<file path="config.mk">
export PLATFORM = sky130hd
export DESIGN_NAME = mesh_port_arbiter
export DESIGN_NICKNAME = d
export VERILOG_FILES = /design/src/rtl/mesh_port_arbiter.sv
export SDC_FILE = /design/constraint.sdc
export NUM_CORES = 1
export LEC_CHECK = 0
export CELL_PAD_IN_SITES_DETAIL_PLACEMENT = 1
export CELL_PAD_IN_SITES_GLOBAL_PLACEMENT = 1
export CORE_ASPECT_RATIO = 0.8
export CORE_MARGIN = 2
export CORE_UTILIZATION = 29
export DETAILED_ROUTE_END_ITERATION = 7
export HOLD_SLACK_MARGIN = 0.12
export PLACE_DENSITY_LB_ADDON = 0.1
export REMOVE_ABC_BUFFERS = 1
export SETUP_SLACK_MARGIN = 0.5
export SYNTH_ARGS = -nofsm -noshare
export SYNTH_HDL_FRONTEND = slang
export SYNTH_SLANG_ARGS = --single-unit
</file>
<file path="constraint.sdc">
create_clock -name clk -period 5 [get_ports clk]
set_input_delay 0.75 -clock clk [delete_from_list [all_inputs] [get_ports clk]]
set_output_delay 0.75 -clock clk [all_outputs]
set_load 0.01 [all_outputs]
</file>
<file path="src/rtl/mesh_port_arbiter.sv">
// Round-robin arbiter with a single-entry output register for one mesh router output port.
// Optional per-requester saturating grant counters are built when MESH_ARB_GRANT_CNT_EN is defined.
module mesh_port_arbiter #(
    parameter int WIDTH = 35,
    parameter int NREQ  = 5,
    parameter int CNTW  = 16
) (
    input  logic                  clk,
    input  logic                  rst,
    input  logic [NREQ-1:0]       in_valid,
    output logic [NREQ-1:0]       in_ready,
    input  logic [NREQ*WIDTH-1:0] in_data,
    output logic                  out_valid,
    input  logic                  out_ready,
    output logic [WIDTH-1:0]      out_data,
    output logic [2:0]            out_src
`ifdef MESH_ARB_GRANT_CNT_EN
    ,
    output logic [NREQ*CNTW-1:0]  grant_cnt
`endif
);

    localparam int PW = (NREQ > 1) ? $clog2(NREQ) : 1;

    logic [PW-1:0]    ptr_q, ptr_d;
    logic             outValid_q, outValid_d;
    logic [WIDTH-1:0] outData_q, outData_d;
    logic [2:0]       outSrc_q, outSrc_d;

    logic [PW-1:0]    win;
    logic             found;
    logic [PW:0]      idx;
    logic             space;
    logic             grant;

    // Scan requesters starting at the pointer and wrapping; the first valid one wins.
    always_comb begin
        win   = '0;
        found = 1'b0;
        idx   = '0;
        for (int k = 0; k < NREQ; k++) begin
            idx = {1'b0, ptr_q} + (PW+1)'(k);
            if (idx >= (PW+1)'(NREQ)) begin
                idx = idx - (PW+1)'(NREQ);
            end
            if (!found && in_valid[idx[PW-1:0]]) begin
                found = 1'b1;
                win   = idx[PW-1:0];
            end
        end
    end

    assign space = !outValid_q || out_ready;
    assign grant = space && found && !rst;

    always_comb begin
        in_ready = '0;
        if (grant) begin
            in_ready[win] = 1'b1;
        end
    end

    always_comb begin
        ptr_d      = ptr_q;
        outValid_d = outValid_q;
        outData_d  = outData_q;
        outSrc_d   = outSrc_q;
        if (grant) begin
            outValid_d = 1'b1;
            outData_d  = in_data[int'(win)*WIDTH +: WIDTH];
            outSrc_d   = 3'(win);
            ptr_d      = (win == PW'(NREQ-1)) ? '0 : win + PW'(1);
        end else if (out_ready) begin
            outValid_d = 1'b0;
        end
    end

    always_ff @(posedge clk) begin
        if (rst) begin
            ptr_q      <= '0;
            outValid_q <= 1'b0;
            outData_q  <= '0;
            outSrc_q   <= '0;
        end else begin
            ptr_q      <= ptr_d;
            outValid_q <= outValid_d;
            outData_q  <= outData_d;
            outSrc_q   <= outSrc_d;
        end
    end

    assign out_valid = outValid_q;
    assign out_data  = outData_q;
    assign out_src   = outSrc_q;

`ifdef MESH_ARB_GRANT_CNT_EN
    logic [CNTW-1:0] cnt_q [NREQ];

    // Counters stick at all-ones rather than wrapping so a busy port never reads as idle.
    always_ff @(posedge clk) begin
        if (rst) begin
            for (int i = 0; i < NREQ; i++) begin
                cnt_q[i] <= '0;
            end
        end else if (grant && (cnt_q[win] != '1)) begin
            cnt_q[win] <= cnt_q[win] + CNTW'(1);
        end
    end

    for (genvar g = 0; g < NREQ; g++) begin : gCnt
        assign grant_cnt[g*CNTW +: CNTW] = cnt_q[g];
    end
`endif

endmodule

</file>
After elaboration in Yosys (flattened, before gate mapping)
Index checks and enable logic that the tools add are counted.
{"block": "totals", "ff_bits": 42, "word_cells": 75, "inputBits": 183, "out_inout_bits": 44}
{"block": "op_classes", "add_sub_neg": 10, "n_shift": 1, "reduce_logical": 15, "multipliers": 1, "n_lt_le_gt_ge": 12, "eq_ne": 1, "muxes": 31}
{"op": "variable part select 175 x 10 -> 35 bit", "n": 1}
{"op": "two-way mux 3 bit", "n": 11}
{"op": "< comparator 3 x 4 -> 1 bit, second input constant", "n": 6}
{"op": ">= comparator 4 x 3 -> 1 bit, second input constant", "n": 4}
{"op": "binary-select mux 1 bit (select 3 bit)", "n": 5}
{"op": "subtractor 3 bit, second input constant", "n": 5}
{"op": "two-way mux 1 bit", "n": 13}
{"op": "multiplier 3 x 6 -> 9 bit, second input constant", "n": 1}
{"op": "adder 3 x 2 -> 4 bit, second input constant", "n": 2}
{"op": "logical AND 1 bit", "n": 7}
{"op": "logical NOT 1 bit", "n": 6}
{"op": "two-way mux 5 bit", "n": 1}
{"op": "adder 3 x 1 -> 4 bit, second input constant", "n": 1}
{"op": "adder 3 x 3 -> 4 bit, second input constant", "n": 1}
{"op": "adder 3 x 1 -> 3 bit, second input constant", "n": 1}
{"op": "demux 1 bit (select 3 bit)", "n": 1}
{"op": "equality test 3 bit, second input constant", "n": 1}
{"op": ">= comparator 3 x 1 -> 1 bit, second input constant", "n": 1}
{"op": ">= comparator 3 bit, second input constant", "n": 1}
{"op": "nonzero test 2 bit", "n": 1}
{"op": "logical OR 1 bit", "n": 1}

Logic depth before layout (Yosys ltp)
Gate-level depths: netlist of run 1.
{"block": "depth", "depth_word": 22, "mapped_depth": 18, "mapped_depth_nobuf": 13}

Worst setup path after synthesis of run 1
No wires, ideal clock.
{"block": "synth_timing", "kind": "register to output", "startpoint": "reg ptr_q[0]", "endpoint": "out in_ready[0]", "n_path_buf": 4, "arrival_time_ns": 3.492, "t_required_ns": 4.250, "path_stages_with_launch": 17, "setup_slack_ns": 0.758, "path_cell_list": "dfxtp_1 > inv_1 > buf_2 > ha_1 > inv_1 > fa_1 > a21oi_2 > mux4_2 > a21oi_1 > a21oi_1 > and4_1 > buf_6 > a221oi_2 > nand2b_1 > buf_2 > buf_2 > nor3_1"}
{"block": "synth_via", "elab_chain_len": 22}
{"element": "start, declared", "line_no": "25", "rtl": "logic [PW-1:0] ptr_q, ptr_d;"}
{"element": "start signal, assigned", "line_no": "85", "rtl": "ptr_q <= ptr_d;"}
{"element": "branches (longest 21 deep; another with adder 3 x 1 -> 4 bit)"}
{"element": "two-way mux 5 bit *", "line_no": "58", "rtl": "if (grant) begin"}
{"element": "end, declared", "line_no": "11", "rtl": "output logic [NREQ-1:0] in_ready,"}
Every way passes the cells marked *. The select of a mux whose other input is x is not followed.

Worst setup path after layout of run 1
{"block": "layout_timing", "startpoint": "in in_valid[3]", "endpoint": "out in_ready[1]"}
{"block": "layout_via", "elab_chain_len": 20}
{"element": "start, declared", "line_no": "10", "rtl": "input logic [NREQ-1:0] in_valid,"}
{"element": "binary-select mux 1 bit (select 3 bit)", "line_no": "46", "rtl": "if (!found && in_valid[idx[PW-1:0]]) begin"}
{"element": "two-way mux 1 bit (not written as such)", "line_no": "46"}
{"element": "two-way mux 1 bit", "line_no": "46"}
{"element": "logical NOT 1 bit", "line_no": "46"}
{"element": "logical AND 1 bit", "line_no": "46"}
{"element": "two-way mux 1 bit", "line_no": "46"}
{"element": "logical NOT 1 bit", "line_no": "46"}
{"element": "logical AND 1 bit", "line_no": "46"}
{"element": "[4 not listed]"}
{"element": "logical NOT 1 bit", "line_no": "46"}
{"element": "logical AND 1 bit", "line_no": "46"}
{"element": "two-way mux 3 bit", "line_no": "46"}
{"element": "< comparator 3 x 4 -> 1 bit (not written as such) or >= comparator 3 x 1 -> 1 bit (tied branches)", "line_no": "59", "rtl": "in_ready[win] = 1'b1;"}
{"element": "logical AND 1 bit (not written as such)", "line_no": "59"}
{"element": "two-way mux 1 bit (not written as such)", "line_no": "59"}
{"element": "demux 1 bit (select 3 bit)", "line_no": "59"}
{"element": "two-way mux 5 bit *", "line_no": "58"}
Every way passes the cells marked *; elsewhere a longest branch is shown, timed or not. The select of a mux whose other input is x is not followed.

==> results of run 1 <==
-- Yosys cell counts (all sizes together) (2+ instances only) --
cell type / count / area (um2)
xnor2: 4 / 35.0
a211o: 37 / 325
mux4: 2 / 45.0
or2: 2 / 12.5
dfxtp: 42 / 841
a21o: 7 / 52.6
and3: 6 / 42.5
and2: 36 / 225
clkbuf: 27 / 106
nand2b: 39 / 251
mux2: 2 / 22.5
o311ai: 37 / 324
nor2: 51 / 199
a21oi: 13 / 68.8
ha: 8 / 100
or4: 3 / 22.5
mux2i: 42 / 420
o211a: 2 / 20.0
buf: 27 / 203
a31oi: 37 / 231
nor3: 6 / 30.0
nand3: 42 / 215
nor2b: 8 / 50.1
a211oi: 2 / 15.0
o41a: 2 / 22.5
inv: 11 / 41.3
a32oi: 2 / 25.0
o21ai: 46 / 230
nand2: 15 / 56.3
o31ai: 4 / 30.0
o211ai: 5 / 37.5
a22oi: 2 / 15.0
nor4: 3 / 33.8
-- power by group through the flow --
stage | registers, W | clock network (W) | logic, W
2_1_floorplan | 0.000657 | 0 | 0.00260
3_3_place_gp | 0.000589 | 0 | 0.00434
3_5_place_dp | 0.000598 | 0 | 0.00441
4_1_cts | 0.000586 | 0.000363 | 0.00468
5_1_grt | 0.000606 | 0.000375 | 0.00522
6_report | 0.000589 | 0.000349 | 0.00483
-- final timing paths --
| kind | endpoint | slack (ns) | cells after the start |
|---|---|---|---|
| worst max-delay path | in_ready[1] | 0.60 | 10 |
| worst min-delay path | out_src[2] | 0.46 | 1 |
| worst max register to register | out_data[33] | 1.14 | 12 |
| worst min register to register | out_src[2] | 0.46 | 1 |
-- through the flow --
stage / total power, W / util (%) / hold WS [ns] / cell area (um2)
2_1_floorplan: 0.00325 / - / 0.487 / 4240
3_3_place_gp: 0.00493 / 45.9 / 0.436 / 6960
3_5_place_dp: 0.00501 / 45.9 / 0.445 / 6960
4_1_cts: 0.00563 / 48.4 / 0.461 / 7330
5_1_grt: 0.00620 / 49.6 / 0.476 / 7520
6_report: 0.00577 / 49.6 / 0.457 / 7520
-- critical path, cell delays in order --
cell and delay [ns]:
clkdlybuf4s50_1 0.64, mux2i_1 0.17, mux4_2 0.52, a21oi_4 0.18, a21oi_4 0.06, and4_4 0.22, buf_4 0.15, a211oi_4 0.24
and3_1 0.19, clkdlybuf4s50_1 0.54
-- sequential cells by signal, indices dropped and copies added, names as in the netlist --
name / flops
out_src: 3
out_valid: 1
out_data: 35
ptr_q: 3
-- placed cells by master, fill, tap and decap left out, types with 37 or more instances in the layout --
| master | instances |
|---|---|
| buf_4 | 41 |
| clkdlybuf4s50_1 | 221 |
| dfxtp_1 | 39 |
| mux2i_1 | 40 |
| nand2b_1 | 37 |
| nand3_1 | 40 |
| nor2_1 | 50 |
| o21ai_0 | 42 |
-- layout make-up --
| cell class | count | area [um2] | share of cell area, % |
|---|---|---|---|
| clock buffer | 7 | 143 | 1.90 |
| clock inverter | 1 | 5.00 | 0.0666 |
| inverter | 11 | 52.6 | 0.699 |
| multi-input combinational | 485 | 3610 | 48.1 |
| sequential | 42 | 850 | 11.3 |
| tap | 210 | 263 | 3.50 |
| timing repair buffer | 269 | 2590 | 34.5 |
-- what timing repair did --
item | 4_1_cts | 5_1_grt
resized for setup | 39 | 21
setup endpoints to repair | 5 | 4
pin swaps | 3 | 3
buffers inserted | 12 | 9
hold buffers | 0 | 0
-- logic make-up after synthesis --
kind of cell | count (synthesis) | share of synthesized area [%]
AOI/OAI and AO/OA | 208 | 33.3
xor gates and xnor gates | 4 | 0.770
adders and majority gates | 9 | 2.64
buffers and inverters | 65 | 7.70
DFF | 42 | 18.5
muxes | 46 | 10.7
and+or+nand+nor | 218 | 26.4
-- routing by layer --
| metal | wire [um] | vias to the layer above |
|---|---|---|
| li1 | - | 2705 |
| met1 | 9720 | 2783 |
| met2 | 10700 | 207 |
| met3 | 1670 | 26 |
| met4 | 306 | 0 |
| met5 | 0 | - |
==> impl_metrics.csv, run 1 <==
group,metric,value,unit
status,status,"finished, final reports clean",
power_and_ir_drop,power_density,768,mW/mm2
global_route,grt_util_met1,32.9,%
power_and_ir_drop,seqPwrFrac,10.2,%
cells_and_area,fin_cells,1025,
worst_setup_path,r2r_start,"ptr_q[2]",
cells_and_area,n_antenna_cell,0,
cts,cts_buffers,5,
floorplan,die_width,144,um
global_route,grtUsageMet2,44.2,%
min_path,min_path_type,"register to register",
cts,cts_buffer_depth,2,
detailed_routing,drcViolationCount,0,
cts,cts_tree,"built",
global_route,grt_pass1_vias,5941,
worst_setup_path,cp-start-kind,"input pin",
global_route,antenna_found_initial,0,
global_route,grt.busiest_layer,"met2",
yosys,ys_seq_elements,42,
floorplan,start_util,30.0,%
floorplan,core,0.0152,mm2
cells_and_area,nets,1006,
cts,clk_latency,0.29,ns
power_and_ir_drop,clkPwrFrac,6.1,%
detailed_routing,wl_per_cell,21.8,um
yosys,syn_area,0.00455,mm2
sta,worst_slack,0.602,ns
cts,clkSinkCount,42,
cells_and_area,drive_gt1_share,13.5,%
power_and_ir_drop,p_leak,2.87,nW
worst_setup_path,crit_fanout,6,
cells_and_area,syn2layout_area_growth,65.3,%
min_path,min_from,"out_src[2]",
global_route,grt.overflow.total,0,
cts,cts_root_buf,"clkbuf_16",
worst_setup_path,startpoint,"in_valid[3]",
yosys,synth_warnings,0,
floorplan,die_h,116,um
sta,relSlewSlack,51.4,%
sta,final-hold-violation-count,0,
floorplan,ios,227,
detailed_routing,wirelength,22400,um
place,dp_slack,0.110,ns
sta,rsz0062_at_grt,"false",
yosys,avgSynthCellArea,7.68,um2
sta,period_needed,4.40,ns
sta,clock_skew,0.00385,ns
sta,report.final.slew_viol_count,0,
yosys,synth_flop_cell,"dfxtp_1",
place,portBuffers,226,
worst_setup_path,cp_data_required_time,4.25,ns
run,cap_violations,0,
sta,setup_viol,0,
yosys,synth_edf_count,0,
detailed_routing,via_per_inst,5.58,
cts,path_clk_slew,0.06,ns
cts,h-tree-depth,2,
worst_setup_path,critPathKind,"input pin to output pin",
worst_setup_path,end_kind,"output pin",
global_route,use_met3,5.58,%
cells_and_area,fill_cells,1800,
detailed_routing,ant_nets,0,
place,place_congestion,0.893,
yosys,async_flop_share,0,%
global_route,grt_use_total,25.6,%
place,numPlacedInstances,996,
power_and_ir_drop,swShare,53.1,%
floorplan,rows,40,
global_route,grt_max_degree,67,
sta,tns,0,ns
power_and_ir_drop,p_switching,0.00306,W
yosys,ys_types,68,
detailed_routing,firstDrtPassIters,4,
yosys,seq_area_frac_synth,18.5,%
power_and_ir_drop,combPwrFrac,83.7,%
sta,fmax,227,MHz
yosys,syn_inst,592,
worst_setup_path,arrival,3.65,ns
place,place_hpwl,16000,um
detailed_routing,drtIter0Drc,202,
global_route,grt_pass1_wl,32900,um
sta,worst_pin_slew,0.729,ns
floorplan,die_area,0.0167,mm2
sta,post-route-period-util,88.0,%
detailed_routing,vias,5721,
power_and_ir_drop,p_int,0.00271,W
power_and_ir_drop,vdd_drop_max,464,uV
Power figures use the tool's default switching activity.
==> run 2: changes to the inputs <==
Settings changed: CORE_ASPECT_RATIO 0.8 to default, HOLD_SLACK_MARGIN 0.12 to default.
==> run 2 against run 1 <==
Against the previous run: maximum frequency grew 1.2%; cell count shrank 0.59%; die area is essentially flat; critical endpoint is now in_ready[3]; critical path depth grew 3; core utilization shrank 1.4 points; via count grew 0.10%; largest cell class unchanged; sequential share of layout area grew 0.15 points; combinational power shrank 1%; clock skew grew 0.0023 ns.
==> impl_metrics.csv, run 2 (synthesis gave the netlist of run 1 again) <==
group,metric,value,unit
status,status,"finished, final reports clean",
floorplan,core,0.0153,mm2
sta,fmax,230,MHz
power_and_ir_drop,seqPwrFrac,10.2,%
worst_setup_path,r2r_cells,17,
cells_and_area,fin_cells,1019,
cts,clkSinkCount,42,
worst_setup_path,r2r_end,"out_data[16]",
place,place_hpwl,16200,um
sta,rsz0062_at_grt,"false",
global_route,grt_pass1_vias,6254,
cts,cts_tree,"built",
detailed_routing,vias,5727,
cts,cts_root_buf,"clkbuf_16",
sta,setup_viol,0,
global_route,grt_use_total,26.5,%
sta,post-route-period-util,87.0,%
worst_setup_path,startpoint,"ptr_q[0]",
cts,cts_buffer_depth,2,
power_and_ir_drop,p_leak,2.83,nW
power_and_ir_drop,p_switching,0.00301,W
worst_setup_path,cp.depth,13,
place,numPlacedInstances,997,
worst_setup_path,end_kind,"output pin",
sta,hold_ws,0.459,ns
worst_setup_path,crit_path_cell_trace,"inv_2 -> ha_1 -> inv_1 -> fa_2 -> a21oi_4 -> mux4_2 -> a21oi_4 -> a21oi_4 -> and4_4 -> buf_4 -> a211o_1 -> nor3_1 -> clkdlybuf4s15_1",
worst_setup_path,cp_data_required_time,4.25,ns
floorplan,rows,45,
worst_setup_path,cp-start-kind,"register",
sta,period_needed,4.35,ns
floorplan,die_area,0.0167,mm2
cells_and_area,mostFrequentLayoutCell,"clkdlybuf4s50_1",
global_route,grt_pass1_wl,34400,um
detailed_routing,wirelength,22200,um
cts,path_clk_slew,0.07,ns
cells_and_area,layout_common_cells,"221 x clkdlybuf4s50_1, 50 x nor2_1, 42 x o21ai_0",
place,place_congestion,0.944,
worst_setup_path,critPathCapture,"in_ready[3]",
cts,holdBufCountCts,0,
sta,tns,0,ns
cells_and_area,largest_register_ffs,35,
worst_setup_path,path_common_cell,"a21oi_4",
sta,report.final.slew_viol_count,0,
global_route,grt.overflow.total,0,
floorplan,die_h,129,um
min_path,min_path_type,"register to register",
sta,relSlewSlack,48.4,%
power_and_ir_drop,clkPwrFrac,6.7,%
power_and_ir_drop,p_int,0.00272,W
cells_and_area,fill_cells,1841,
sta,worst_pin_slew,0.774,ns
floorplan,die_width,129,um
sta,final-hold-violation-count,0,
cells_and_area,seq_area,842,um2
global_route,grt_max_degree,68,
worst_setup_path,critPathKind,"register to output pin",
worst_setup_path,arrival,3.60,ns
worst_setup_path,cp_slowest_cell,"mux4_2",
detailed_routing,ant_nets,0,
sta,clock_skew,0.00610,ns
detailed_routing,firstDrtPassIters,4,
cells_and_area,multiInputGateArea,0.00349,mm2
cells_and_area,drive_gt1_share,10.0,%
cts,clk_latency,0.29,ns
detailed_routing,drcViolationCount,0,
power_and_ir_drop,power_density,779,mW/mm2
detailed_routing,wl_per_cell,21.8,um
cts,cts_buffers,5,
cts,h-tree-depth,2,
place,portBuffers,226,
run,cap_violations,0,
power_and_ir_drop,combPwrFrac,83.1,%
cells_and_area,syn2layout_area_growth,61.8,%
power_and_ir_drop,vdd_drop_max,613,uV
worst_setup_path,critPathTopFamily,"compound AO/OA/AOI/OAI gates",
floorplan,ios,227,
detailed_routing,drtIter0Drc,245,
worst_setup_path,slowest_delay,0.57,ns
cells_and_area,nets,997,
worst_setup_path,r2r_start,"ptr_q[0]",
detailed_routing,via_per_inst,5.62,
worst_setup_path,rrSetupSlack,0.80,ns
floorplan,start_util,29.8,%
global_route,antenna_found_initial,5,
worst_setup_path,path_buf_inv,4,
worst_setup_path,crit_fanout,5,
power_and_ir_drop,swShare,52.6,%
[run 2: changes by cell type in the layout (fill, tap and decap cells not counted), sizes merged, moves of 2 or more]
cell,change
clkinvlp,-3
diode,+2
dlygate4sd2,-3
inv,+3
clkbuf,+2
buf,-10
[run 2: worst min path at each step]
stage	slack, ns	from	depth (start not counted)	endpoint
after global routing	0.50	out_src[2]	1	out_src[2]
after CTS	0.46	out_src[2]	1	out_src[2]
after floorplan	0.49	out_src[0]	2	out_src[0]
final	0.46	out_src[2]	1	out_src[2]
after global placement	0.45	out_src[2]	1	out_src[2]
after detailed placement	0.45	out_src[2]	1	out_src[2]
[run 2: power by group through the flow]
| stage | sequential (W) | combinational (W) | clock (W) |
|---|---|---|---|
| floorplan | 0.000657 | 0.00260 | 0 |
| global placement | 0.000580 | 0.00433 | 0 |
| detailed placement | 0.000590 | 0.00442 | 0 |
| CTS | 0.000586 | 0.00458 | 0.000393 |
| global route | 0.000604 | 0.00517 | 0.000406 |
| finish | 0.000585 | 0.00476 | 0.000384 |
[run 2: worst register-to-register path: stages, from the launching register on]
cell and delay, ns:
dfxtp_1 0.32, inv_2 0.09, ha_1 0.15, inv_1 0.06, fa_2 0.44, a21oi_4 0.20
mux4_2 0.57, a21oi_4 0.19, a21oi_4 0.05, and4_4 0.23, buf_4 0.16, a211oi_4 0.24
buf_4 0.15, buf_4 0.12, buf_4 0.57, nor2_1 0.21, a31oi_1 0.18, o311ai_1 0.13
[run 2: cell type report]
class                   count  share of cell area (%)
inverters                  11                   0.561
clock inverters             1                   0.408
multi-input cells         485                    47.5
flip-flops and latches     42                    11.4
clock buffers               7                    1.80
diodes                      2                  0.0681
well taps                 211                    3.59
repair buffers            260                    34.6
[run 2: what timing repair did]
action	in CTS	in global routing
endpoints found under the setup margin	5	5
pin swaps	5	4
buffers inserted	6	5
cloned	0	1
gates resized for setup	20	21
[run 2: through the flow]
step / cell area (um2) / utilization (%) / worst slack [ns] / total power, W
after floorplan: 4240 / - / -2.90 / 0.00325
final: 7350 / 48.2 / 0.652 / 0.00573
after detailed placement: 6950 / 45.6 / 0.305 / 0.00501
after CTS: 7210 / 47.3 / 0.389 / 0.00556
after global routing: 7350 / 48.2 / 0.505 / 0.00618
after global placement: 6950 / 45.6 / 0.335 / 0.00491
[run 2: metal layers]
| layer | track usage [%] | wire length, um | part of all wire (%) |
|---|---|---|---|
| met1 | 30.5 | 8780 | 40 |
| met2 | 47.2 | 11200 | 51 |
| met3 | 7.10 | 1420 | 6.4 |
| met4 | 9.40 | 718 | 3.2 |
| met5 | 0 | 33 | 0.15 |
==> run 3: changes to the inputs <==
Settings changed: CTS_CLUSTER_DIAMETER from default to 200.
==> results of run 3 <==
The final DEF is identical to that of run 2; final timing and power are the same.
